==> config.mk <==
export PLATFORM = sky130hd
export DESIGN_NAME = seven_seg_scanner
export DESIGN_NICKNAME = d
export VERILOG_FILES = /design/src/rtl/seven_seg_pkg.sv /design/src/rtl/seven_seg_scan_timer.sv /design/src/rtl/seven_seg_scanner.sv
export SDC_FILE = /design/constraint.sdc
export NUM_CORES = 1
export LEC_CHECK = 0
export CAP_MARGIN = 20
export CORE_ASPECT_RATIO = 2
export CORE_UTILIZATION = 25
export DETAILED_ROUTE_END_ITERATION = 10
export SLEW_MARGIN = 20
export SYNTH_ARGS = -nofsm -noshare
export SYNTH_HDL_FRONTEND = slang
export SYNTH_SLANG_ARGS = --single-unit
==> constraint.sdc <==
create_clock -name clk -period 3.4 [get_ports clk]
set_input_delay 0.68 -clock clk [delete_from_list [all_inputs] [get_ports clk]]
set_output_delay 0.68 -clock clk [all_outputs]
set_load 0.01 [all_outputs]
==> src/rtl/seven_seg_pkg.sv <==
// seven_seg_pkg: shared constants, phase type and hex decoder for the seven-segment scanner
// Contents: default parameter values, SEG_BLANK, phase_e, hex_to_seg (segments gfedcba in [6:0], dp in [7]).
package seven_seg_pkg;
  localparam int DEF_DIGITS = 4;
  localparam int DEF_SEG_WIDTH = 8;
  localparam int DEF_DIV = 10_000;
  localparam int DEF_BLANK = 16;
  localparam int DEF_BRIGHT_BITS = 4;
  localparam logic [7:0] SEG_BLANK = 8'h00;
  localparam logic [111:0] HEX_LUT = {
    7'h71, 7'h79, 7'h5E, 7'h39, 7'h7C, 7'h77, 7'h6F, 7'h7F,
    7'h07, 7'h7D, 7'h6D, 7'h66, 7'h4F, 7'h5B, 7'h06, 7'h3F
  };
  typedef enum logic {PH_BLANK, PH_ON} phase_e;
  function automatic logic [7:0] hex_to_seg(input logic [3:0] h, input logic dp);
    return {dp, HEX_LUT[7*h +: 7]};
  endfunction
endpackage

==> src/rtl/seven_seg_scan_timer.sv <==
// seven_seg_scan_timer: slot/digit/pwm counters that pace the display scan
// Ports: clk, rst (async, active-high), enable; idx = digit being scanned, pwm = on-phase
// counter, phase = blank/on, boundary = last cycle of the frame, frame_first = first cycle of digit 0's slot.
module seven_seg_scan_timer import seven_seg_pkg::*; #(
  parameter int DIGITS = DEF_DIGITS,
  parameter int DIV = DEF_DIV,
  parameter int BLANK = DEF_BLANK,
  parameter int BRIGHT_BITS = DEF_BRIGHT_BITS
) (
  input  logic                        clk,
  input  logic                        rst,
  input  logic                        enable,
  output logic [$clog2(DIGITS)-1:0]   idx,
  output logic [BRIGHT_BITS-1:0]      pwm,
  output phase_e                      phase,
  output logic                        boundary,
  output logic                        frame_first
);
  localparam int SW = $clog2(DIV);
  localparam int IW = $clog2(DIGITS);
  logic [SW-1:0] slot_cnt_q, slot_cnt_d;
  logic [IW-1:0] idx_q, idx_d;
  logic [BRIGHT_BITS-1:0] pwm_q, pwm_d;
  logic slot_end, last_digit;
  always_comb begin
    slot_end = slot_cnt_q == SW'(DIV - 1);
    last_digit = idx_q == IW'(DIGITS - 1);
    phase = slot_cnt_q < SW'(BLANK) ? PH_BLANK : PH_ON;
    boundary = enable && slot_end && last_digit;
    frame_first = enable && slot_cnt_q == '0 && idx_q == '0;
    slot_cnt_d = !enable || slot_end ? '0 : slot_cnt_q + 1'b1;
    idx_d = !enable || (slot_end && last_digit) ? '0 : slot_end ? idx_q + 1'b1 : idx_q;
    pwm_d = !enable || slot_end ? '0 : phase == PH_ON ? pwm_q + 1'b1 : pwm_q;
  end
  always_ff @(posedge clk or posedge rst) begin
    if (rst) begin
      slot_cnt_q <= '0;
      idx_q <= '0;
      pwm_q <= '0;
    end else begin
      slot_cnt_q <= slot_cnt_d;
      idx_q <= idx_d;
      pwm_q <= pwm_d;
    end
  end
  assign idx = idx_q;
  assign pwm = pwm_q;
endmodule

==> src/rtl/seven_seg_scanner.sv <==
// seven_seg_scanner: N-digit multiplexed seven-segment driver with blanking, PWM and double buffering
// Ports: clk, rst (async, active-high), enable, digits_in/load (staged pattern write),
// brightness; load_pending, frame_start, segments, digit_sel (registered, pin polarity).
module seven_seg_scanner import seven_seg_pkg::*; #(
  parameter int DIGITS = DEF_DIGITS,
  parameter int SEG_WIDTH = DEF_SEG_WIDTH,
  parameter int DIV = DEF_DIV,
  parameter int BLANK = DEF_BLANK,
  parameter int BRIGHT_BITS = DEF_BRIGHT_BITS,
  parameter int SEL_ACTIVE_LOW = 0,
  parameter int SEG_ACTIVE_LOW = 0
) (
  input  logic                          clk,
  input  logic                          rst,
  input  logic                          enable,
  input  logic [DIGITS*SEG_WIDTH-1:0]   digits_in,
  input  logic                          load,
  input  logic [BRIGHT_BITS-1:0]        brightness,
  output logic                          load_pending,
  output logic                          frame_start,
  output logic [SEG_WIDTH-1:0]          segments,
  output logic [DIGITS-1:0]             digit_sel
);
  localparam int IW = $clog2(DIGITS);
  localparam int W = DIGITS * SEG_WIDTH;
  localparam logic [DIGITS-1:0] SEL_OFF = SEL_ACTIVE_LOW != 0 ? '1 : '0;
  localparam logic [SEG_WIDTH-1:0] SEG_OFF = SEG_ACTIVE_LOW != 0 ? '1 : '0;
  logic [IW-1:0] idx;
  logic [BRIGHT_BITS-1:0] pwm;
  phase_e phase;
  logic boundary, frame_first, lit;
  logic [W-1:0] staging_q, staging_d, active_q, active_d;
  logic pending_q, pending_d, en_q, fs_q, fs_d;
  logic [BRIGHT_BITS-1:0] bright_q, bright_d;
  logic [DIGITS-1:0] sel_q, sel_d;
  logic [SEG_WIDTH-1:0] seg_q, seg_d;
  seven_seg_scan_timer #(
    .DIGITS(DIGITS),
    .DIV(DIV),
    .BLANK(BLANK),
    .BRIGHT_BITS(BRIGHT_BITS)
  ) u_timer (
    .clk(clk),
    .rst(rst),
    .enable(enable),
    .idx(idx),
    .pwm(pwm),
    .phase(phase),
    .boundary(boundary),
    .frame_first(frame_first)
  );
  // A load landing on the boundary bypasses staging so it is never left pending.
  // Inversion is folded in before the flops so pins switch cleanly from a register.
  always_comb begin
    lit = enable && phase == PH_ON && (pwm < bright_q || &bright_q);
    staging_d = load ? digits_in : staging_q;
    active_d = boundary ? (load ? digits_in : staging_q) : active_q;
    pending_d = boundary ? 1'b0 : load ? 1'b1 : pending_q;
    bright_d = boundary || (enable && !en_q) ? brightness : bright_q;
    sel_d = (lit ? DIGITS'(1) << idx : '0) ^ SEL_OFF;
    seg_d = (lit ? active_q[idx*SEG_WIDTH +: SEG_WIDTH] : '0) ^ SEG_OFF;
    fs_d = frame_first;
  end
  always_ff @(posedge clk or posedge rst) begin
    if (rst) begin
      staging_q <= '0;
      active_q <= '0;
      pending_q <= 1'b0;
      bright_q <= '0;
      en_q <= 1'b0;
      fs_q <= 1'b0;
      sel_q <= SEL_OFF;
      seg_q <= SEG_OFF;
    end else begin
      staging_q <= staging_d;
      active_q <= active_d;
      pending_q <= pending_d;
      bright_q <= bright_d;
      en_q <= enable;
      fs_q <= fs_d;
      sel_q <= sel_d;
      seg_q <= seg_d;
    end
  end
  assign load_pending = pending_q;
  assign frame_start = fs_q;
  assign segments = seg_q;
  assign digit_sel = sel_q;
endmodule

==> run metrics, run 1 <==
total power 0.00243 W; Final Instance Area 5470 µm²; worst min path class reg2reg; number of port buffers 53; startpoint types primary input; Power Density about 440 nW/µm²; FF-to-FF End bright_q[0]; CTS root buffer clkbuf_16; hold depth 1; cts hold-fix bufs 0; antenna violations before repair 0; vias about 2,600; Max FO, Critical Path 34; clk sinks between 100 and 150; CP Class in2reg; outcome complete, no violations; Avg Synthesized Cell Area 13.8 µm²; Pre-Repair DR Iteration Count 4; num ports 54; Synth cell types 37; Mapped Cells 318; largest net degree at the start of global routing 57; H-tree Lvls 3; f_max 0.421 GHz; Skew-Pair Late Insertion Delay ~0.34 ns; syn nets 368; R2R depth 7; top cell type's share of synthesized area between 50% and 60%; GPL Wtd Cong approximately 0.8; Leakage Power 2.35 nW; Peak supply drop 0.194 mV; total CTS buffers 9; worst slew pin tran roughly 1.0 ns; DRT iter0 DRCs 63; clk buf depth 2; busiest grt layer met2; #FFs+latches synth approximately 100; RR Startpoint u_timer.idx[0]; # diodes 0; Synth async-reset ratio 100%; final-report max-slew violation count 0; CP required approximately 3.6 ns; chip width 95.8 µm; Synth Flop Type dfrtp_1; hold_sp staging_q[15]; drt wl/cell between 15 and 20 µm; synthesis-to-layout area growth 24.3%; cell taking the most area after synthesis dfrtp_1; antenna viol nets, final 0; clock-pin slew on the worst setup and hold paths about 0.06 ns; final-report hold violation count 0; CTS tree yes; Chip Height between 150 and 200 µm; synthesized cell area between 4000 and 5000 µm²; setup TNS 0 ns; Yosys Warn Count 0; met1 usage 11.6%; post-cts gate resize count 0; Reg2Reg Setup Slack approximately 1.1 ns; Initial Util 25.5%; unrepaired setup endpoints after global routing false; clock skew 0.00639 ns; Final period util between 60% and 70%; met3 usage 2.08%; share of layout cells above drive strength 1 26.8%; endpoints failing setup 0; Nets 426; total core area approximately 17,000 µm²; met2 usage 21.0%; vias per std cell 4.48; drc violations 0; FP Rows 68; max_cap viols 0; crit path time final 2.37 ns; vias in the first global route 2,898; sequential area share after synthesis 58.6%; Post-synth EDFFs 0; drt total wl 9220 µm; most frequent cell after synthesis dfrtp_1; most common library cells after synthesis dfrtp_1, mux2_2, nor2_1, inv_1, ha_1; Finished Core Util 31.7%; Tot GR Track Use around 11%; Setup Fix Bufs, Post-CTS 0; first-pass GRT wire length approximately 15,000 µm; total grt overflow 0; crit path DAT 2.59 ns; hpwl dp a little under 7000 µm; DP Area 5190 µm²; die area 18,200 µm²; Slew HR between 20% and 30%; CP endpoint kind flop; Hold EP staging_q[15]; Area contributors post-synth dfrtp_1, mux2_2, mux4_2, ha_1, nor2_1
[registers in the layout, summed over array words and instances, names as in the netlist]
register and flops:
active_q 32, staging_q 32, u_timer.slot_cnt_q 14, segments 8, bright_q 4, digit_sel 4
u_timer.pwm 4, u_timer.idx 2, en_q 1, frame_start 1, load_pending 1
[report_power, final]
part | switching [W] | internal (W) | leakage, nW
logic | 0.0000822 | 0.0000946 | 0.875
clock network | 0.000439 | 0.000519 | 0.129
registers | 0.0000195 | 0.00127 | 1.35
total | 0.000540 | 0.00189 | 2.35
[layout make-up]
type | instances | area, µm²
fill | 1740 | 11800
tap | 210 | 263
sequential | 103 | 2580
timing repair buffer | 60 | 591
inverter | 16 | 62.6
multi-input combinational | 186 | 1700
clock inverter | 4 | 28.8
clock buffer | 12 | 246
[per-stage QoR]
| step | hold slack, ns | std cells | setup WS, ns |
|---|---|---|---|
| 6_report | 0.496 | 591 | 1.03 |
| 5_1_grt | 0.512 | 591 | 0.909 |
| 4_1_cts | 0.499 | 591 | 1.01 |
| 3_5_place_dp | 0.484 | 575 | 0.666 |
| 3_3_place_gp | 0.466 | 575 | 0.696 |
| 2_1_floorplan | 0.453 | 318 | 0.0162 |
[cells by family after synthesis]
kind of cell,share of synthesized area (%)
xor+xnor,2.19
mux,22.2
flops,58.6
fa+ha+maj,2.85
buf+inv,2.76
compound gates,2.76
simple gates,8.62
[worst max path at each step]
stage | start | slack [ns] | endpoint
4_1_cts | enable | 1.01 | bright_q[0]
3_5_place_dp | enable | 0.67 | bright_q[0]
6_report | enable | 1.03 | bright_q[0]
2_1_floorplan | rst | 0.02 | active_q[0]
3_3_place_gp | enable | 0.70 | bright_q[1]
5_1_grt | u_timer.idx[0] | 0.91 | bright_q[0]
[cells in the final DEF (no fill, tap or decap), drive strengths merged, types with 2 or more instances in the layout]
| cell type | synthesis | final |
|---|---|---|
| mux2 | 68 | 68 |
| ha | 10 | 10 |
| mux4 | 8 | 8 |
| nand3 | 7 | 7 |
| nor2 | 27 | 27 |
| o21ai | 4 | 4 |
| nor3 | 3 | 3 |
| xor2 | 2 | 2 |
| nand2 | 3 | 3 |
| a21oi | 4 | 4 |
| or3 | 3 | 3 |
| buf | 5 | 8 |
| clkinvlp | 0 | 2 |
| nor4 | 6 | 6 |
| a31oi | 2 | 2 |
| nor2b | 9 | 9 |
| mux2i | 3 | 3 |
| inv | 16 | 17 |
| nand4 | 6 | 6 |
| xnor2 | 9 | 9 |
| clkbuf | 8 | 12 |
| dfrtp | 103 | 103 |
| clkdlybuf4s50 | 0 | 52 |
[per-layer routing]
layer  part of all wire, %  wire length [µm]
met1                    38              3470
met2                    57              5290
met3                   3.0               277
met4                   2.0               181
met5                     0                 0
[worst max-delay path, stage by stage]
cell,delay (ns)
clkdlybuf4s50_1,0.48
or4bb_1,0.53
nor4_4,0.21
buf_12,0.24
a21oi_1,0.13
mux2_2,0.31
Power figures use the tool's default switching activity.
==> inputs of run 2 (changes only) <==
clock period = 1.9 ns   (was 3.4 ns; I/O delays follow)
==> run metrics, run 2 (synthesis results as in run 1) <==
crit path DAT 2.26 ns (-0.33 ns); pre-CTS setup slack -0.502 ns (-1.17 ns); CTS tree yes; endpoints failing setup 36 (+36); # diodes 0 (unchanged); Slew HR 68.4% (+38 points); Chip Height 190 µm (unchanged); synthesis-to-layout area growth 32.2%; drt wl/cell 16.0 µm (+2.7%); clk buf depth 2 (unchanged); largest net degree at the start of global routing 46 (-19%); slowest cell on the critical path or4_4; violated checks setup timing; vias in the first global route 3,059 (+5.6%); Reg2Reg Setup Slack -0.13 ns (-1.20 ns); max_cap viols 0 (unchanged); CP Cell Sequence or4_4 > nor4_4 > buf_6 > clkbuf_16 > mux2_2; R2R depth 5 (-2); H-tree Lvls 3 (unchanged); total core area 17,300 µm² (unchanged); worst slew pin tran 0.469 ns (-0.577 ns); CTS root buffer clkbuf_16; number of port buffers 53 (unchanged); crit path buf inv count 2 (unchanged); clk sinks 103 (unchanged); Max stage delay on crit path 0.56 ns (+0.03 ns); CP endpoint kind flop; final-report hold violation count 0 (unchanged); commonest cells after routing, fill and taps aside dfrtp_1, mux2_2, clkdlybuf4s50_1; first-pass GRT wire length 15,400 µm (+2.4%); final setup margin -0.128 ns (-1.15 ns); DRT iter0 DRCs 119 (+89%); clock-pin slew on the worst setup and hold paths 0.07 ns (about the same); vias per std cell 4.48 (about the same); FF-to-FF End active_q[3]; CP required 2.13 ns (-1.49 ns); GPL Wtd Cong 0.819 (+0.95%); Crit path max-delay family simple AND/OR/NAND/NOR gates; Initial Util 25.5% (unchanged); Power Density 768 nW/µm² (+73%); Max FO, Critical Path 16 (-53%); Skew-Pair Late Insertion Delay 0.35 ns (about the same); crit path time final 2.03 ns; FP Rows 68 (unchanged); unrepaired setup endpoints after global routing true; chip width 95.8 µm (unchanged); final-report max-slew violation count 0 (unchanged); Pre-Repair DR Iteration Count 4 (unchanged); antenna viol nets, final 0 (unchanged); commonest non-fill, non-tap cell in the layout dfrtp_1; drt total wl 9870 µm (+7.1%); Leakage Power 2.53 nW (+7.6%); num ports 54 (unchanged); Tot GR Track Use 11.4% (+0.29 points); f_max 0.493 GHz; startpoint types flop; share of layout cells above drive strength 1 32.8% (+6.0 points); RR Startpoint u_timer.slot_cnt_q[12]; Peak supply drop 0.348 mV (+79%); drc violations 0 (unchanged); worst min path class in2async; CP Class reg2reg; Final period util 107%; total grt overflow 0 (unchanged); Nets 451 (+5.9%); die area 18,200 µm² (unchanged); clock skew 0.00948 ns (+0.00309 ns); hpwl dp 7060 µm (+5.1%); outcome finished, violations left; antenna violations before repair 0 (unchanged); biggest regs active_q: 32 flops, staging_q: 32 flops, u_timer.slot_cnt_q: 14 flops; vias 2,760 (+4.2%); setup TNS -3.82 ns (-3.82 ns); total CTS buffers 9 (unchanged)
[run 2: changes by cell type in the layout (fill, tap and decap cells not counted), sizes merged]
cell	previous run	this run
buf	8	31
dlygate4sd2	0	1
clkinv	1	4
clkbuf	12	10
[run 2: worst reg2reg max path: stages (launching register included)]
cell	delay [ns]
dfrtp_1	0.38
or4_4	0.56
nor4_4	0.30
buf_6	0.16
clkbuf_16	0.18
mux2_2	0.34
[run 2: layout make-up]
cell class,count,area (µm²)
Sequential cell,103,2580
Timing Repair Buffer,85,868
Tap cell,210,263
Clock inverter,7,68.8
Multi-Input combinational cell,186,1740
Inverter,16,63.8
Clock buffer,9,225
Fill cell,1695,11500
[run 2: how the worst max path moves through the flow]
stage / from / endpoint / depth (start not counted)
after floorplan: u_timer.slot_cnt_q[12] / active_q[19] / 4
after global placement: enable / active_q[1] / 5
after detailed placement: enable / active_q[6] / 5
after CTS: u_timer.slot_cnt_q[12] / active_q[8] / 4
after global routing: u_timer.slot_cnt_q[12] / active_q[3] / 5
final: u_timer.slot_cnt_q[12] / active_q[3] / 5
[run 2: timing repair]
item	in CTS	in global routing
buffers inserted	1	2
hold buffers	0	0
gates resized for setup	8	8
setup endpoints to repair	54	52
gates cloned	1	1
pin swaps	1	0
[run 2: where the power goes]
part / total (W) / switching, W / internal [W]
logic: 0.000362 / 0.000162 / 0.000200
registers: 0.00231 / 0.0000329 / 0.00228
clock network: 0.00179 / 0.000871 / 0.000921
total: 0.00447 / 0.00107 / 0.00340
[run 2: metal layers]
layer	global-route usage (%)	vias to the layer above	wire [µm]
met1	11.7	1398	3680
met4	5.68	0	304
met3	2.28	20	366
met2	21.2	60	5520
met5	0	-	0
li1	-	1282	-
[run 2: per-stage QoR]
stage          hold slack [ns]  cells  power [W]  utilization (%)  cell area [µm²]
5_1_grt                  0.394    616    0.00465             33.6             5810
6_report                 0.362    616    0.00447             33.6             5810
2_1_floorplan            0.411    318    0.00253                -             4400
4_1_cts                  0.372    613    0.00450             33.2             5730
3_5_place_dp             0.487    595    0.00271             31.3             5400
3_3_place_gp             0.465    595    0.00270             31.3             5400
